$ cat config.mk
export PLATFORM = sky130hd
export DESIGN_NAME = pixel_packer
export DESIGN_NICKNAME = d
export VERILOG_FILES = /design/src/rtl/pixel_pkg.sv /design/src/rtl/stream_fifo2.sv /design/src/rtl/pixel_packer.sv
export SDC_FILE = /design/constraint.sdc
export NUM_CORES = 1
export LEC_CHECK = 0
export BUFFER_PORTS_ARGS = -buffer_cell sky130_fd_sc_hd__buf_2
export CORE_ASPECT_RATIO = 1.2
export CORE_MARGIN = 4
export CORE_UTILIZATION = 40
export DETAILED_ROUTE_END_ITERATION = 6
export HOLD_SLACK_MARGIN = 0.08
export PLACE_DENSITY_LB_ADDON = 0.1
export SETUP_SLACK_MARGIN = 0.5
export SLEW_MARGIN = 20
export SYNTH_ARGS = -nofsm -noshare
export SYNTH_HDL_FRONTEND = slang
export SYNTH_SLANG_ARGS = --single-unit
$ cat constraint.sdc
create_clock -name out_stream_aclk -period 3.1 [get_ports out_stream_aclk]
set_input_delay 0.155 -clock out_stream_aclk [delete_from_list [all_inputs] [get_ports out_stream_aclk]]
set_output_delay 0.155 -clock out_stream_aclk [all_outputs]
set_load 0.03 [all_outputs]
$ cat src/rtl/pixel_pkg.sv
// rtl/pixel_pkg.sv - shared pixel/word types, group constants and packing helpers
package pixel_pkg;

    typedef struct packed {
        logic [7:0] b;
        logic [7:0] g;
        logic [7:0] r;
    } pixel_t;

    typedef logic [31:0] word_t;

    localparam int PIX_PER_GROUP   = 4;
    localparam int WORDS_PER_GROUP = 3;

    typedef enum logic [1:0] {PH0, PH1, PH2, PH3} phase_t;

    // Word completed by the pixel arriving in phase ph; PH0 completes nothing.
    function automatic word_t pack_word(phase_t ph, pixel_t pix, logic [23:0] residue);
        word_t w;
        case (ph)
            PH1:     w = {pix[7:0],  residue[23:0]};
            PH2:     w = {pix[15:0], residue[15:0]};
            PH3:     w = {pix[23:0], residue[7:0]};
            default: w = '0;
        endcase
        return w;
    endfunction

    // Bytes of the pixel arriving in phase ph that are still waiting for a word.
    function automatic logic [23:0] next_residue(phase_t ph, pixel_t pix, logic [23:0] residue);
        logic [23:0] r;
        case (ph)
            PH0:     r = pix;
            PH1:     r = {8'h00,  pix[23:8]};
            PH2:     r = {16'h0000, pix[23:16]};
            default: r = residue;
        endcase
        return r;
    endfunction

endpackage

$ cat src/rtl/stream_fifo2.sv
// rtl/stream_fifo2.sv - two-entry valid/ready skid FIFO with a registered head
module stream_fifo2 #(
    parameter int WIDTH = 34
) (
    input  logic             clk,
    input  logic             rst_n,
    input  logic [WIDTH-1:0] s_tdata,
    input  logic             s_tvalid,
    output logic             s_tready,
    output logic [WIDTH-1:0] m_tdata,
    output logic             m_tvalid,
    input  logic             m_tready
);

    logic [WIDTH-1:0] head_q;
    logic [WIDTH-1:0] tail_q;
    logic [1:0]       count_q;
    logic             push;
    logic             pop;

    // A full FIFO can still take a word in the same cycle the head leaves.
    assign m_tvalid = (count_q != 2'd0);
    assign s_tready = (count_q != 2'd2) || m_tready;
    assign m_tdata  = head_q;
    assign push     = s_tvalid && s_tready;
    assign pop      = m_tvalid && m_tready;

    // Head always holds the oldest word so the output is straight from a register.
    always_ff @(posedge clk or negedge rst_n) begin
        if (!rst_n) begin
            head_q  <= '0;
            tail_q  <= '0;
            count_q <= 2'd0;
        end else begin
            case ({push, pop})
                2'b10: begin
                    if (count_q == 2'd0) head_q <= s_tdata;
                    else                 tail_q <= s_tdata;
                    count_q <= count_q + 2'd1;
                end
                2'b01: begin
                    head_q  <= tail_q;
                    count_q <= count_q - 2'd1;
                end
                2'b11: begin
                    if (count_q == 2'd1) begin
                        head_q <= s_tdata;
                    end else begin
                        head_q <= tail_q;
                        tail_q <= s_tdata;
                    end
                end
                default: ;
            endcase
        end
    end

endmodule

$ cat src/rtl/pixel_packer.sv
// rtl/pixel_packer.sv - packs 24-bit pixels 4:3 into 32-bit stream words (option: PIXEL_PACKER_SOF_CHECK_EN)
module pixel_packer
    import pixel_pkg::*;
#(
    parameter int X_PIXELS = 960,
    parameter int Y_SIZE   = 720
) (
    input  logic        out_stream_aclk,
    input  logic        axi_resetn,
    input  logic [23:0] in_pixel,
    input  logic        in_sof,
    input  logic        in_valid,
    output logic        in_ready,
    output logic [31:0] out_stream_tdata,
    output logic [3:0]  out_stream_tkeep,
    output logic        out_stream_tuser,
    output logic        out_stream_tlast,
    output logic        out_stream_tvalid,
    input  logic        out_stream_tready,
    output logic        err_sync
);

    localparam int WPL  = X_PIXELS * WORDS_PER_GROUP / PIX_PER_GROUP;
    localparam int XW_W = (WPL > 1) ? $clog2(WPL) : 1;
    localparam int Y_W  = (Y_SIZE > 1) ? $clog2(Y_SIZE) : 1;
    localparam logic [XW_W-1:0] XW_LAST = XW_W'(WPL - 1);
    localparam logic [Y_W-1:0]  Y_LAST  = Y_W'(Y_SIZE - 1);

    phase_t          phase_q, phase_d;
    logic [23:0]     residue_q, residue_d;
    logic [XW_W-1:0] xw_q, xw_d;
    logic [Y_W-1:0]  y_q, y_d;
    logic            err_q;

    pixel_t      pix;
    logic        accept;
    logic        resync;
    logic        push;
    logic        fifo_s_ready;
    logic [33:0] push_data;
    logic [33:0] head_data;

    assign pix      = pixel_t'(in_pixel);
    // Phase 0 only loads the residue, so it never needs FIFO space.
    assign in_ready = (phase_q == PH0) || fifo_s_ready;
    assign accept   = in_valid && in_ready;

`ifdef PIXEL_PACKER_SOF_CHECK_EN
    assign resync = accept && in_sof && ((phase_q != PH0) || (xw_q != '0) || (y_q != '0));
`else
    logic unused_sof;
    assign unused_sof = in_sof;
    assign resync     = 1'b0;
`endif

    assign push      = accept && (phase_q != PH0) && !resync;
    assign push_data = {pack_word(phase_q, pix, residue_q),
                        (xw_q == '0) && (y_q == '0),
                        (xw_q == XW_LAST)};

    // Next-state for group phase, residue bytes and the word/line position.
    always_comb begin
        phase_d   = phase_q;
        residue_d = residue_q;
        xw_d      = xw_q;
        y_d       = y_q;
        if (resync) begin
            phase_d   = PH1;
            residue_d = pix;
            xw_d      = '0;
            y_d       = '0;
        end else if (accept) begin
            phase_d   = phase_t'(phase_q + 2'd1);
            residue_d = next_residue(phase_q, pix, residue_q);
            if (push) begin
                if (xw_q == XW_LAST) begin
                    xw_d = '0;
                    y_d  = (y_q == Y_LAST) ? '0 : y_q + 1'b1;
                end else begin
                    xw_d = xw_q + 1'b1;
                end
            end
        end
    end

    // Packing state registers; the sync error flag is sticky until reset.
    always_ff @(posedge out_stream_aclk or negedge axi_resetn) begin
        if (!axi_resetn) begin
            phase_q   <= PH0;
            residue_q <= '0;
            xw_q      <= '0;
            y_q       <= '0;
            err_q     <= 1'b0;
        end else begin
            phase_q   <= phase_d;
            residue_q <= residue_d;
            xw_q      <= xw_d;
            y_q       <= y_d;
            err_q     <= err_q || resync;
        end
    end

    stream_fifo2 #(
        .WIDTH (34)
    ) u_fifo (
        .clk      (out_stream_aclk),
        .rst_n    (axi_resetn),
        .s_tdata  (push_data),
        .s_tvalid (push),
        .s_tready (fifo_s_ready),
        .m_tdata  (head_data),
        .m_tvalid (out_stream_tvalid),
        .m_tready (out_stream_tready)
    );

    assign out_stream_tdata = head_data[33:2];
    assign out_stream_tuser = head_data[1];
    assign out_stream_tlast = head_data[0];
    assign out_stream_tkeep = 4'hF;
    assign err_sync         = err_q;

endmodule
==> run_results.csv, run 1 <==
group,metric,value,unit
outcome,status,"complete, no violations",
floorplanning,dieHeight,141,um
route,routed_wl,15000,um
layout,insertedDiodeCount,0,
floorplanning,die_area,16800,sq um
setup_path,slowest_stage,"dfrtp_1",
grt,grt_max_degree,64,
placed_design,place_congestion,0.842,
clocking,root_buffer,"clkbuf_16",
sta,clock_skew,0.00612,ns
synth,yosysWarnings,0,
sta,slew_headroom,36.5,%
setup_path,path_depth,11,
layout,syn2layout_area_growth,24.4,%
placed_design,placed_cell_area,6410,sq um
grt,gr-usage-all-layers,18.8,%
floorplanning,ios,70,
setup_path,slowest_delay,0.40,ns
synth,yosysTopAreaCellShare,49.1,%
synth,yosys.area.top_type,"dfrtp_1",
route,ant_nets,0,
synth,ys.flop_type,"dfrtp_1",
sta,slew_violations,0,
synth,synth_sequential_area_ratio,49.1,%
route,dr.first_iter.drc_count,402,
setup_path,cp_top_family,"compound AO/OA/AOI/OAI gates",
route,routedWlPerCell,17.7,um
min_path,min_path_cells,4,
synth,async_flop_share,100,%
sta,fin_setup_tns,0,ns
sta,setup_viol,0,
clocking,clk_pin_slew_worst_paths,0.06,ns
clocking,h-tree-depth,4,
job,max_cap_viol_count,0,
route,vias,4815,
synth,ys_top_cells_by_count,"dfrtp_1, a21oi_1, inv_1",
clocking,cts_tree,"done",
grt,grt_pass1_vias,4774,
clocking,clock_latency,0.41,ns
synth,ys_seq_elements,116,
clocking,cts_buffer_depth,2,
min_path,hold_path.class,"in -> reg",
setup_path,worstPathCellList,"inv_1 -> ha_1 -> nand2b_1 -> nand2_1 -> inv_2 -> ha_2 -> nor2b_1 -> o21a_4 -> buf_4 -> a221oi_1 -> a21oi_1",
setup_path,reg2regPathDepth,11,
sta,rsz0062_at_grt,"false",
clocking,cts_buffers,17,
placed_design,dpl.hpwl,10300,um
clocking,clock_sinks,116,
grt,antenna_found_initial,0,
setup_path,worstPathMaxFanout,12,
sta,period_needed,2.46,ns
route,drt_drc_violations_left,0,
synth,synth.most_common_cell,"dfrtp_1",
placed_design,port_buffers,63,
synth,ys_types,53,
synth,synthCells,584,
sta,final_hold_viol_count,0,
setup_path,critPathArrivalTime,2.73,ns
sta,holdWs,0.197,ns
synth,synth.area.top_cells,"dfrtp_1, mux2_2, a221oi_1",
floorplanning,core_area,14400,sq um
floorplanning,fp-row-count,48,
sta,max_clock_freq,407,MHz
layout,fillers,1321,
setup_path,crit_buf_inv,3,
sta,worst_pin_slew,0.952,ns
layout,nets,706,
grt,grt-ovfl-total,0,
power,peakVddDrop,578,uV
floorplanning,initial_core_util,41.0,%
route,firstDrtPassIters,5,
floorplanning,fp.dieW,119,um
setup_path,cp.required,3.37,ns
synth,synth-edff-count,0,
sta,finalCritPeriodShare,79.2,%
grt,grt_pass1_wl,25300,um
layout,fin_area,7360,sq um
power,p_leak,3.41,nW
route,avgViaCountPerCell,5.66,
setup_path,cp-start-kind,"flip-flop",
layout,drive_gt1_share,26.5,%
power,powerDensity,1160,nW/um^2
setup_path,setup.worst_path.class,"reg -> reg",
synth,synthesis.area,5910,sq um
synth,postSynthAreaPerCell,10.1,sq um
setup_path,worstSetupEndpointType,"flip-flop",
-- cells in the final DEF (no fill, tap or decap), drive strengths merged, types with 6 or more instances in the layout --
cell type    count
a22oi            8
dfrtp          116
nor3             7
a221oi          32
o211ai           6
nor2            28
o21ai           36
mux2            26
nand3           15
buf             91
nor2b           12
nand2b          11
nand2           41
clkbuf          20
xnor2            9
dlygate4sd3     10
a211oi          10
a222oi          16
a21oi           50
ha              15
a21o             8
a22o             9
inv             44
-- routing by layer --
| metal | up-vias | track usage, % | share of wire [%] |
|---|---|---|---|
| li1 | 2272 | - | - |
| met1 | 2408 | 25.3 | 45 |
| met2 | 119 | 30.4 | 49 |
| met3 | 16 | 4.13 | 4.0 |
| met4 | 0 | 6.22 | 1.5 |
| met5 | - | 0 | 0 |
-- final timing paths --
check	from	slack, ns	to
max	u_fifo.count_q[0]	0.64	u_fifo.m_tdata[10]
min	in_pixel[13]	0.20	residue_q[13]
max reg2reg	u_fifo.count_q[0]	0.64	u_fifo.m_tdata[10]
min reg2reg	residue_q[9]	0.47	residue_q[9]
max in group asynchronous	axi_resetn	1.91	u_fifo.tail_q[25]
min in group asynchronous	axi_resetn	0.40	u_fifo.count_q[1]
-- layout make-up --
cell class / instances / area [sq um] / area share (%)
Clock inverter: 12 / 203 / 2.76
Tap cell: 175 / 219 / 2.98
Sequential cell: 116 / 2900 / 39.5
Timing Repair Buffer: 101 / 666 / 9.05
Multi-Input combinational cell: 382 / 2740 / 37.3
Clock buffer: 20 / 457 / 6.21
Inverter: 44 / 165 / 2.24
-- power by group --
part / switching, mW / leakage, nW / internal, mW / total (mW)
logic: 2.38 / 1.65 / 1.49 / 3.87
registers: 0.371 / 1.46 / 2.11 / 2.49
clock network: 0.704 / 0.308 / 1.47 / 2.17
total: 3.46 / 3.41 / 5.07 / 8.53
-- sequential cells by signal, indices dropped and copies added, names as in the netlist --
register	flops
u_fifo.tail_q	34
u_fifo.m_tdata	34
u_fifo.count_q	2
y_q	10
residue_q	24
xw_q	10
phase_q	2
-- cell families (layout without fill, tap and decap cells) --
group                      count (synthesis)  in the layout  share of synthesized area [%]
and+or+nand+nor                          140            140                           12.8
AOI/OAI and AO/OA                        184            184                           21.7
muxes                                     27             27                           5.12
DFF                                      116            116                           49.1
adders and majority gates                 15             15                           3.17
xor gates and xnor gates                  11             11                           1.63
other                                      2              5                          0.127
buffers and inverters                     89            177                           6.39
-- tightest hold or removal path, cell delays in order --
cell     delay, ns
buf_2         0.11
nor2b_1       0.13
a21oi_1       0.04
o21ai_0       0.13
-- through the flow --
stage	cells	power, mW	worst slack (ns)	utilization (%)
after floorplan	587	5.11	0.665	-
after global routing	850	9.12	0.498	51.0
after CTS	846	8.53	0.475	50.5
after global placement	796	6.09	0.362	44.5
final	850	8.53	0.645	51.0
after detailed placement	796	6.18	0.246	44.5
-- repair_timing --
item / in CTS / in global routing
buffers inserted: 8 / 4
hold buffers: 10 / 0
setup endpoints to repair: 65 / 67
pin swaps: 3 / 0
endpoints found under the hold margin: 69 / 0
resized for setup: 8 / 11
Note: power is estimated with default switching activity, not from simulation.
==> run 2: changes to the inputs <==
==> constraint.sdc (replaced) <==
create_clock -name out_stream_aclk -period 2.5 [get_ports out_stream_aclk]
set_input_delay 0.125 -clock out_stream_aclk [delete_from_list [all_inputs] [get_ports out_stream_aclk]]
set_output_delay 0.125 -clock out_stream_aclk [all_outputs]
set_load 0.03 [all_outputs]
==> run_results.csv, run 2 (synthesized netlist as in run 1, its figures left out) <==
group,metric,value,unit
outcome,status,"finished, violations left",
outcome,violations,"DRC",
job,max_cap_viol_count,0,
clocking,clk_pin_slew_worst_paths,0.06,ns
power,peakVddDrop,749,uV
layout,nets,754,
layout,fin_area,8670,sq um
clocking,cts_buffers,17,
clocking,root_buffer,"clkbuf_16",
setup_path,cp.required,2.80,ns
sta,clock_skew,0.00741,ns
clocking,cts_buffer_depth,2,
setup_path,worstSetupEndpointType,"flip-flop",
route,wl_met3,786,um
sta,rsz0062_at_grt,"true",
layout,syn2layout_area_growth,46.6,%
layout,layout_commonest_cell,"dfrtp_1",
sta,max_clock_freq,461,MHz
floorplanning,ios,70,
route,firstDrtPassIters,7,
route,dr.first_iter.drc_count,368,
route,routed_wl,19000,um
clocking,clock_latency,0.42,ns
power,p_clk_share,19.4,%
sta,slew_violations,0,
placed_design,placed_cell_area,6640,sq um
route,drt_drc_violations_left,1,
power,powerDensity,1470,nW/um^2
grt,grt_pass1_vias,5255,
grt,grt-ovfl-total,0,
route,vias,5197,
layout,insertedDiodeCount,0,
sta,fin_setup_tns,0,ns
power,p_total,12.7,mW
floorplanning,dieHeight,141,um
layout,drive_gt1_share,38.0,%
clocking,h-tree-depth,4,
layout,postLayoutCoreUtil,60.1,%
route,maxUsedRoutingLayer,"met4",
clocking,clock_sinks,116,
power,switching_power,5.33,mW
grt,grt_max_degree,51,
power,pwr-share-seq,24.8,%
sta,setup_viol,0,
power,comb_power_share,55.8,%
placed_design,place_congestion,0.823,
route,avgViaCountPerCell,5.79,
sta,slew_headroom,55.6,%
setup_path,critPathArrivalTime,2.47,ns
setup_path,worstPathMaxFanout,4,
min_path,hold_path.class,"in -> reg",
clocking,cts_tree,"done",
power,p_leak,3.95,nW
sta,worst_pin_slew,0.666,ns
power,p_sw_share,41.8,%
power,p_int,7.41,mW
floorplanning,core_area,14400,sq um
grt,grt_pass1_wl,29000,um
route,ant_nets,0,
sta,finalCritPeriodShare,86.8,%
sta,period_needed,2.17,ns
setup_path,setup.worst_path.class,"reg -> reg",
grt,antenna_found_initial,0,
grt,gr-usage-all-layers,22.3,%
placed_design,dpl.hpwl,10900,um
setup_path,reg2regPathDepth,11,
floorplanning,fp.dieW,119,um
min_path,min_path_cells,4,
floorplanning,fp-row-count,48,
route,met1_length,7590,um
placed_design,port_buffers,63,
floorplanning,initial_core_util,41.0,%
floorplanning,die_area,16800,sq um
setup_path,cp-start-kind,"flip-flop",
layout,final_cell_mix,"dfrtp_1, buf_2, a21oi_1, buf_4, inv_1",
route,wl_met2,9660,um
route,routedWlPerCell,21.1,um
sta,final_hold_viol_count,0,
## run 2: cell count changes in the layout (fill, tap and decap cells not counted), sizes merged
cell	change
buf	+42
bufinv	-2
clkbuf	+6
clkinv	+3
clkinvlp	-3
nand2	+1
## run 2: layout make-up
type	instances	area, sq um
fillers	1186	5750
multi-input cells	383	3370
flip-flops and latches	116	2900
repair buffers	148	1410
clock buffers	21	460
well taps	175	219
inverters	44	178
clock inverters	10	131
## run 2: metrics by stage
step / setup WS (ns) / hold WS, ns / std cells
6_report: 0.330 / 0.141 / 897
5_1_grt: 0.284 / 0.172 / 897
4_1_cts: 0.372 / 0.138 / 876
3_5_place_dp: 0.0613 / 0.187 / 800
3_3_place_gp: 0.133 / 0.179 / 800
2_1_floorplan: 0.375 / -0.171 / 587
## run 2: final timing paths
check / endpoint / from / slack, ns
max: u_fifo.tail_q[29] / u_fifo.count_q[0] / 0.33
min: residue_q[13] / in_pixel[13] / 0.14
max reg2reg: u_fifo.tail_q[29] / u_fifo.count_q[0] / 0.33
min reg2reg: residue_q[12] / residue_q[12] / 0.48
max in group asynchronous: u_fifo.m_tdata[17] / axi_resetn / 1.45
min in group asynchronous: residue_q[21] / axi_resetn / 0.29
## run 2: power by group through the flow
stage / Clock, mW / Sequential (mW) / Combinational [mW]
global route: 2.62 / 3.25 / 7.61
finish: 2.48 / 3.16 / 7.11
global placement: 0 / 3.11 / 4.90
detailed placement: 0 / 3.13 / 5.00
floorplan: 0 / 3.59 / 3.04
CTS: 2.50 / 3.12 / 6.32
## run 2: layer usage
layer,vias up,track usage (%)
li1,2392,-
met1,2601,26.3
met2,147,37.9
met3,57,4.41
met4,0,12.6
met5,-,0
## run 2: what timing repair did
item,4_1_cts,5_1_grt
pin swaps,18,26
setup buffers,27,16
gates resized for setup,64,47
hold buffers,10,0
endpoints found under the hold margin,57,0
endpoints found under the setup margin,103,98
cloned,8,5
## run 2: worst max-delay path: stages, from the launching register on
cell and delay (ns):
dfrtp_1 0.39, inv_2 0.11, ha_4 0.16, nand2b_4 0.07
nand2_4 0.09, inv_4 0.05, buf_4 0.13, ha_4 0.16
o211ai_4 0.24, buf_6 0.17, clkbuf_16 0.15, mux2_2 0.33
==> run 3: changes to the inputs <==
--- a/config.mk
+++ b/config.mk
@@ -6,7 +6,7 @@
 export NUM_CORES = 1
 export LEC_CHECK = 0
 export BUFFER_PORTS_ARGS = -buffer_cell sky130_fd_sc_hd__buf_2
-export CORE_ASPECT_RATIO = 1.2
+export CORE_ASPECT_RATIO = 2
 export CORE_MARGIN = 4
 export CORE_UTILIZATION = 40
 export DETAILED_ROUTE_END_ITERATION = 6
==> run_results.csv, run 3 (synthesized netlist as in run 1, its figures left out) <==
group,metric,value,unit
outcome,status,"complete, no violations",
setup_path,r2r_slack,0.30,ns
route,ant_nets,0,
setup_path,worstSetupEndpointType,"flip-flop",
floorplanning,core_area,14400,sq um
setup_path,slowest_stage,"dfrtp_1",
setup_path,cp-start-kind,"flip-flop",
setup_path,cp.required,2.79,ns
layout,nets,756,
sta,setup_ws,0.300,ns
sta,slew_headroom,58.5,%
layout,fillers,1186,
route,routedWlPerCell,21.9,um
min_path,hold_end,"residue_q[3]",
layout,insertedDiodeCount,0,
sta,setup_viol,0,
layout,syn2layout_area_growth,49.1,%
grt,gr-usage-all-layers,23.3,%
route,dr.first_iter.drc_count,432,
grt,grt_pass1_wl,30200,um
power,p_sw_share,41.1,%
route,vias,5293,
route,routed_wl,20100,um
floorplanning,fp.dieW,94.0,um
layout,drive_gt1_share,39.2,%
sta,period_needed,2.20,ns
clocking,cts_buffer_depth,2,
route,firstDrtPassIters,6,
setup_path,reg2regPathDepth,12,
sta,worst_pin_slew,0.622,ns
placed_design,port_buffers,63,
setup_path,critPathArrivalTime,2.49,ns
route,drt_drc_violations_left,0,
power,switching_power,5.39,mW
placed_design,place_congestion,0.821,
setup_path,rr_endpoint,"u_fifo.m_tdata[26]",
clocking,cts_tree,"done",
grt,grt-ovfl-total,0,
route,avgViaCountPerCell,5.78,
sta,fin_setup_tns,0,ns
power,peakVddDrop,603,uV
min_path,min_from,"in_pixel[3]",
setup_path,worstPathMaxFanout,7,
sta,final_hold_viol_count,0,
setup_path,setup.worst_path.class,"reg -> reg",
floorplanning,initial_core_util,41.0,%
sta,slew_violations,0,
setup_path,worstPathCellList,"inv_2 -> ha_4 -> nand2b_4 -> nand2_4 -> inv_4 -> ha_4 -> nor2b_4 -> o21a_4 -> buf_12 -> buf_12 -> a221oi_4 -> a21oi_2",
floorplanning,die_area,16900,sq um
floorplanning,dieHeight,180,um
sta,rsz0062_at_grt,"true",
min_path,min_path_cells,4,
grt,antenna_found_initial,0,
layout,postLayoutCoreUtil,61.1,%
sta,max_clock_freq,455,MHz
clocking,clk_pin_slew_worst_paths,0.06,ns
floorplanning,fp-row-count,62,
min_path,hold_path.class,"in -> reg",
power,powerDensity,1490,nW/um^2
clocking,h-tree-depth,4,
power,pwr-share-seq,24.4,%
floorplanning,ios,70,
setup_path,r2r_start,"u_fifo.count_q[0]",
power,p_leak,4.00,nW
placed_design,dpl.hpwl,12000,um
sta,finalCritPeriodShare,88.0,%
job,max_cap_viol_count,0,
clocking,root_buffer,"clkbuf_16",
clocking,cts_buffers,17,
layout,final_cell_mix,"dfrtp_1, buf_2, buf_4, a21oi_1, inv_1",
setup_path,slowest_delay,0.39,ns
grt,grt_pass1_vias,5450,
power,p_int,7.73,mW
sta,clock_skew,0.00991,ns
clocking,clock_sinks,116,
power,p_clk_share,20.4,%
placed_design,pre_cts_ws,0.113,ns
layout,layout_commonest_cell,"dfrtp_1",
clocking,clock_latency,0.41,ns
power,comb_power_share,55.1,%
power,p_total,13.1,mW
grt,grt_max_degree,52,
[run 3: cell count changes in the layout (fill, tap and decap cells not counted), sizes merged]
cell / change
bufbuf: +1
buf: +3
bufinv: +2
clkinv: -2
clkbuf: -2
[run 3: critical path: cells and delay by family, from the launching register on]
kind,cells,cell delay (ns)
AO/OA/AOI/OAI,3,0.62
buffers and inverters,4,0.45
flip-flops,1,0.39
adder cells (fa/ha/maj),2,0.34
AND/OR/NAND/NOR,3,0.27
[run 3: per-stage QoR]
| stage | hold WS (ns) | cells | instance area, sq um |
|---|---|---|---|
| 6_report | 0.168 | 916 | 8820 |
| 5_1_grt | 0.167 | 916 | 8820 |
| 4_1_cts | 0.152 | 900 | 8440 |
| 3_5_place_dp | 0.174 | 820 | 6670 |
| 3_3_place_gp | 0.163 | 820 | 6670 |
| 2_1_floorplan | -0.171 | 587 | 6130 |
[run 3: power groups by stage]
stage	clock network (mW)	registers [mW]	logic, mW
after floorplan	0	3.59	3.04
after global placement	0	3.13	4.89
after detailed placement	0	3.16	4.99
after CTS	2.72	3.17	6.63
after global routing	2.83	3.28	7.69
final	2.68	3.21	7.24
[run 3: per-layer routing]
layer	GRT usage (%)	wire [um]	up-vias
met3	4.02	678	58
met1	24.5	7090	2680
met5	0	0	-
li1	-	-	2383
met2	42.6	11100	172
met4	12.5	1190	0
[run 3: what timing repair did]
action                                 in CTS  in global routing
buffers inserted                           30                 13
endpoints found under the hold margin      54                  0
setup endpoints to repair                  74                 77
cloned                                      9                  3
resized for setup                          86                 34
pin swaps                                  22                 17
hold buffers                               10                  0
[run 3: layout make-up]
class / count / area (sq um) / area share, %
multi-input cells: 383 / 3390 / 38.5
flip-flops and latches: 116 / 2900 / 32.9
repair buffers: 150 / 1460 / 16.5
clock buffers: 21 / 470 / 5.34
well taps: 192 / 240 / 2.72
clock inverters: 10 / 178 / 2.02
inverters: 44 / 178 / 2.02
[run 3: worst max path at each step]
| stage | from | end | slack [ns] | cells past startpoint |
|---|---|---|---|---|
| 4_1_cts | u_fifo.count_q[1] | u_fifo.m_tdata[9] | 0.35 | 12 |
| 2_1_floorplan | phase_q[0] | u_fifo.tail_q[10] | 0.37 | 10 |
| 3_3_place_gp | u_fifo.count_q[0] | u_fifo.m_tdata[16] | 0.15 | 11 |
| 5_1_grt | u_fifo.count_q[0] | u_fifo.m_tdata[26] | 0.26 | 12 |
| 3_5_place_dp | u_fifo.count_q[0] | u_fifo.m_tdata[23] | 0.11 | 11 |
| 6_report | u_fifo.count_q[0] | u_fifo.m_tdata[26] | 0.30 | 12 |
